### src/rtl/inst_fetch_unit.sv
// Instruction fetch stage: holds the PC, looks it up in the instruction cache, and hands
// hits to decode through a one-entry slot. A miss fetches the word a byte at a time and refills the cache.
module inst_fetch_unit #(
    parameter logic [31:0] RESET_PC = 32'h0
) (
    input  logic        clk_in,
    input  logic        rst_in,
    input  logic        rdy_in,
    output logic [31:0] cache_addr,
    input  logic        cache_hit,
    input  logic [31:0] cache_data,
    output logic        cache_update,
    output logic [31:0] cache_update_data,
    output logic        mem_req,
    output logic [31:0] mem_a,
    input  logic        mem_gnt,
    input  logic [7:0]  mem_din,
    output logic        inst_valid,
    output logic [31:0] inst,
    output logic [31:0] inst_pc,
    input  logic        inst_ready,
    input  logic        flush,
    input  logic [31:0] flush_pc
);

    typedef enum logic [1:0] {
        S_LOOKUP = 2'd0,
        S_FILL   = 2'd1,
        S_WRITE  = 2'd2
    } state_t;

    state_t      r_state;
    logic [31:0] r_pc;
    logic [2:0]  r_issue_cnt;
    logic [2:0]  r_recv_cnt;
    logic        r_inflight;
    logic [1:0]  r_inflight_idx;
    logic [31:0] r_word;
    logic        r_inst_valid;
    logic [31:0] r_inst;
    logic [31:0] r_inst_pc;

    logic w_slot_free;
    logic w_mem_req;
    logic w_issue;

    assign w_slot_free = !r_inst_valid || inst_ready;
    assign w_mem_req   = rdy_in && (r_state == S_FILL) && (r_issue_cnt < 3'd4);
    assign w_issue     = w_mem_req && mem_gnt;

    assign cache_addr        = r_pc;
    assign cache_update      = rdy_in && (r_state == S_WRITE);
    assign cache_update_data = r_word;
    assign mem_req           = w_mem_req;
    assign mem_a             = r_pc + {29'd0, r_issue_cnt};
    assign inst_valid        = r_inst_valid;
    assign inst              = r_inst;
    assign inst_pc           = r_inst_pc;

    always_ff @(posedge clk_in or negedge rst_in) begin
        if (!rst_in) begin
            r_state        <= S_LOOKUP;
            r_pc           <= RESET_PC;
            r_issue_cnt    <= 3'd0;
            r_recv_cnt     <= 3'd0;
            r_inflight     <= 1'b0;
            r_inflight_idx <= 2'd0;
            r_word         <= 32'd0;
            r_inst_valid   <= 1'b0;
            r_inst         <= 32'd0;
            r_inst_pc      <= 32'd0;
        end else if (rdy_in) begin
            if (flush) begin
                // The WRITE strobe is combinational, so it still commits in this cycle.
                r_state     <= S_LOOKUP;
                r_pc        <= flush_pc;
                r_issue_cnt <= 3'd0;
                r_recv_cnt  <= 3'd0;
                r_inflight  <= 1'b0;
                r_inst_valid <= 1'b0;
            end else begin
                if (r_inst_valid && inst_ready)
                    r_inst_valid <= 1'b0;

                case (r_state)
                    S_LOOKUP: begin
                        if (cache_hit) begin
                            if (w_slot_free) begin
                                r_inst_valid <= 1'b1;
                                r_inst       <= cache_data;
                                r_inst_pc    <= r_pc;
                                r_pc         <= r_pc + 32'd4;
                            end
                        end else begin
                            r_state     <= S_FILL;
                            r_issue_cnt <= 3'd0;
                            r_recv_cnt  <= 3'd0;
                            r_inflight  <= 1'b0;
                        end
                    end
                    S_FILL: begin
                        r_inflight <= w_issue;
                        if (w_issue) begin
                            r_issue_cnt    <= r_issue_cnt + 3'd1;
                            r_inflight_idx <= r_issue_cnt[1:0];
                        end
                        // Byte granted last cycle lands little-endian in the word.
                        if (r_inflight) begin
                            r_word[{r_inflight_idx, 3'b000} +: 8] <= mem_din;
                            r_recv_cnt <= r_recv_cnt + 3'd1;
                            if (r_recv_cnt == 3'd3)
                                r_state <= S_WRITE;
                        end
                    end
                    S_WRITE: begin
                        r_state <= S_LOOKUP;
                    end
                    default: begin
                        r_state <= S_LOOKUP;
                    end
                endcase
            end
        end
    end

endmodule

### config.mk
export PLATFORM = sky130hd
export DESIGN_NAME = inst_fetch_unit
export DESIGN_NICKNAME = d
export VERILOG_FILES = /design/src/rtl/inst_fetch_unit.sv
export SDC_FILE = /design/constraint.sdc
export NUM_CORES = 1
export LEC_CHECK = 0
export CELL_PAD_IN_SITES_DETAIL_PLACEMENT = 0
export CELL_PAD_IN_SITES_GLOBAL_PLACEMENT = 1
export CORE_MARGIN = 3
export CORE_UTILIZATION = 29
export DETAILED_ROUTE_END_ITERATION = 6
export PLACE_DENSITY = 0.78
export SYNTH_ARGS = -nofsm -noshare
export SYNTH_HDL_FRONTEND = slang
export SYNTH_SLANG_ARGS = --single-unit
### constraint.sdc
create_clock -name clk_in -period 5.7 [get_ports clk_in]
set_input_delay 1.71 -clock clk_in [delete_from_list [all_inputs] [get_ports clk_in]]
set_output_delay 1.71 -clock clk_in [all_outputs]
set_load 0.005 [all_outputs]
* Word level (Yosys, flattened, before mapping) *
Index checks and enable logic that the tools add are counted.
Widths: inputs -> output; s select.

word-level totals
  bits in registers = 140
  output and inout bits = 163
  logic and storage cells = 71

operators by class
  add/sub/neg operators = 5
  order comparisons = 1
  equal/unequal tests = 7
  shift-type cells = 2
  multiplexer cells = 25
  bitwise logic cells = 1
  reduce and logical (&&, ||, !) cells = 20

operators with widths
  kind                    number
  $mux 32                 4
  $add 32x3->32           1
  $add 32x3->32 const B   1
  $bwmux 32               1
  $shift 8x7->32 const A  1
  $shiftx 8x7->32         1
  $reduce_and 4->1        6
  $mux 3                  5
  $pmux 3 s2              2
  $ne 3x3->1 const B      3
  $mux 2                  4
  $mux 1                  7
  $neg 5->7               1
  $add 3x1->3 const B     2
  $reduce_bool 2->1       3
  $logic_and 1x1->1       5
  $reduce_and 5->1        1
  $pmux 2 s2              1
  $eq 3x2->1 const B      1
  $lt 3x3->1 const B      1
  $ne 3x2->1 const B      1
  $reduce_and 3->1        1
  $reduce_bool 3->1       1
  $eq 2x1->1 const B      1
  6 further kinds         6

* Longest topological paths before layout *
  depth in word-level cells = 7
  mapped depth = 7
  gate-level depth less buffers = 7

* Worst setup path after synthesis *
OpenSTA, ideal clock, no wires.

  kind = input to output
  from = input rdy_in
  to = output cache_update
  arrival = 2.213 ns
  data required time = 3.990 ns
  path slack = 1.777 ns
  cell stages on the path = 3
  buffers on the path = 1
  cells stage by stage = inv_1 clkbuf_1 nor3_1

between the ends
  cells in the longest elaborated chain, start to end = 1

ends and longest elaborated chain
  item                RTL line  source
  start: declaration  8         input logic rdy_in,
  $logic_and 1x1->1   52        assign cache_update = rdy_in && (r_state == S_WRITE);
  end: declaration    12        output logic cache_update,

No other way between the ends.

* Worst setup path in the final report *
  from = register r_pc[2] (netlist: cache_addr[2])
  to = output mem_a[22]

between the ends
  cells in the longest elaborated chain, start to end = 1

ends and longest elaborated chain
  item                      RTL line  source
  start: declaration        33        logic [31:0] r_pc;
  start signal: assignment  76        r_pc <= flush_pc;
  start signal: assignment  92        r_pc <= r_pc + 32'd4;
  $add 32x3->32             55        assign mem_a = r_pc + {29'd0, r_issue_cnt};
  end: declaration          15        output logic [31:0] mem_a,

No other way between the ends.

==> impl_metrics.toml <==
[run_status]
status = "completed"

[routing]
ant_nets = 0
routed_wl_mm = 24.6
post_drt_wl_per_cell_um = 17.9
drtIter0Drc = 559
vias_per_cell = 4.88
drt_first_pass_iters = 5
drc = 0
num_vias = 6703

[timing]
holdWs_ps = 473
rsz0062_at_grt = "false"
max_freq_mhz = 196
worstMarginPinSlew_ps = 1040
finalSetupViolations = 0
report.final.hold_viol_count = 0
min_period_over_period_pct = 89.5
min_period_ps = 5100
maxSlewHeadroom_pct = 30.2
drv_slew = 0
skew_ps = 12.6
tns_ps = 0

[logic_synthesis]
avgSynthCellArea_um2 = 8.57
syn_nets = 913
synth.top_cell.area_share_pct = 49.8
yosys_warnings = 0
synth.area.top_cells = "dfrtp_1, nand2_1, o21ai_0, a21oi_1, xnor2_1"
ys_seq_elements = 140
ys.flop_type = "dfrtp_1"
synth-edff-count = 0
synthDistinctLibCells = 58
async_flop_share_pct = 100
netlist_instances = 821
yosysSeqAreaShare_pct = 49.8
synth_largest_area_cell = "dfrtp_1"
netlist_area_um2 = 7040

[clocking]
cts_tree = "done"
clkTransAtPathRegs_ps = 60
ctsLongestPathBuffers = 2
clk_latency_ps = 430
holdBufCountCts = 0
clockRootBuffer = "clkbuf_16"
post-cts-setup-buffers = 0
h-tree-depth = 4
clock-sinks = 140
cts-resized-gates = 0
cts_made_buffers = 17

[grt]
grt_pass1_wl_mm = 38.5
grtUsageTotal_pct = 18.7
grt_remaining_overflow = 0
antenna_found_initial = 1
grt_max_degree = 71
grt_pass1_vias = 6713

[final_layout]
fin_nets = 1133
regArea_um2 = 3500
antenna_cells = 0
area_delta_synth_final_pct = 46.6
n_fill_cell = 2400
drive_gt1_share_pct = 5.98
multiInputGateArea_um2 = 3270

[die]
io_pins = 242
start_util_pct = 29.7
die_area_um2 = 26200
die_w_um = 162
die_h_um = 162
rows = 56
core_um2 = 23700

[hold_path]
min_to = "inst[18]"
hold_depth = 2
hp-class = "reg2reg"
worstHoldStart = "inst[18]"

[pwr]
ir_worst_vdd_uv = 166
pwr_density_cell_nw_per_um2 = 337
leakagePower_nw = 4.41

[place]
port_buffers = 241
post-dp-hpwl_mm = 17.6
gp_congestion = 0.842

[setup_path]
r2r-start = "cache_addr[10]"
critPathKind = "reg2out"
required_ps = 3990
crit_path_max_fanout = 9
timing.rr.end = "cache_addr[25]"
r2r_slack_ps = 3230
start_kind = "flop"
r2r_cells = 5
worstPathArrival_ps = 3390
crit_path_end_kind = "output port"

[job]
cap_violations = 0
==> cell usage after synthesis (8+ instances only) <==
cell type  instances
nand2_1          283
dfrtp_1          140
o21ai_0           66
a21oi_1           35
clkbuf_1          28
nor2_1            27
nand3_1           26
xnor2_1           19
buf_2             17
nor3_1            17
inv_1             15
nand4_1           14
ha_1              12
xor2_1            12
and3_1            10
o2bb2ai_1          9
nor2b_1            8
==> worst max-delay path: stages (launching register included) <==
cell and delay (ps):
dfrtp_1 490, ha_1 400, a21oi_1 180, nor4_2 450
nor2b_1 550, nand2_1 140, xnor2_1 200, clkdlybuf4s50_1 580
==> cell families after synthesis <==
family                     share of synthesized area [%]
muxes                                              0.462
DFF                                                 49.8
AOI/OAI and AO/OA                                   12.6
buffers and inverters                               3.93
xor gates and xnor gates                            3.86
adders and majority gates                           2.42
and+or+nand+nor                                     27.0
==> flip-flops by register name (all words and copies together) (netlist names) <==
| register | flops |
|---|---|
| r_state | 2 |
| r_recv_cnt | 3 |
| inst_valid | 1 |
| r_inflight | 1 |
| cache_addr | 32 |
| cache_update_data | 32 |
| inst | 32 |
| r_issue_cnt | 3 |
| r_inflight_idx | 2 |
| inst_pc | 32 |
==> cells in the final DEF (no fill, tap or decap), types with 7 or more instances in the layout <==
| cell | instances |
|---|---|
| a22oi_1 | 7 |
| nand2_1 | 283 |
| buf_4 | 10 |
| a21oi_1 | 35 |
| clkdlybuf4s50_1 | 240 |
| nand4_1 | 14 |
| clkbuf_16 | 17 |
| inv_1 | 15 |
| o2bb2ai_1 | 9 |
| xnor2_1 | 19 |
| xor2_1 | 12 |
| nor2b_1 | 8 |
| nor2_1 | 27 |
| o21ai_0 | 66 |
| dfrtp_1 | 140 |
| nand3_1 | 25 |
| and3_1 | 9 |
| nor4_1 | 7 |
| nor3_1 | 17 |
| ha_1 | 12 |
==> per-stage QoR <==
stage               setup WS [ps]  instances  power [mW]  util, %  instance area, um2
global route                  365       1373        3.68     43.6               10300
finish                        599       1373        3.47     43.6               10300
detailed placement            688       1341        2.36     41.0                9720
CTS                           543       1373        3.52     43.6               10300
floorplan                    1780        821        1.70        -                7040
global placement              721       1341        2.35     41.0                9720
==> layout make-up <==
class                   instances  share of cell area (%)
well taps                     319                    3.87
clock buffers                  17                    4.12
clock inverters                15                    1.65
inverters                      15                   0.546
flip-flops and latches        140                    34.0
multi-input cells             616                    31.7
repair buffers                251                    24.1
==> power by group <==
group	internal [mW]	switching, mW
logic	0.566	0.390
registers	1.18	0.199
clock network	0.628	0.509
==> worst max path at each step <==
stage               cells after the start  slack [ps]            to           from
global placement                        5         720  cache_update         rdy_in
floorplan                               3        1780  cache_update         rdy_in
finish                                  7         600     mem_a[22]  cache_addr[2]
detailed placement                      5         690  cache_update         rdy_in
CTS                                     7         540     mem_a[22]  cache_addr[2]
global route                            7         360     mem_a[22]  cache_addr[2]
==> per-layer routing <==
layer / global-route usage [%] / up-vias / wire (um) / part of all wire [%]
met5: 0 / - / 13 / 0.053
met4: 5.20 / 2 / 423 / 1.7
met3: 5.41 / 33 / 1890 / 7.7
met2: 30.3 / 259 / 11600 / 47
met1: 24.5 / 3182 / 10700 / 44
li1: - / 3227 / - / -
No activity file was read; power rests on OpenSTA's default activity.
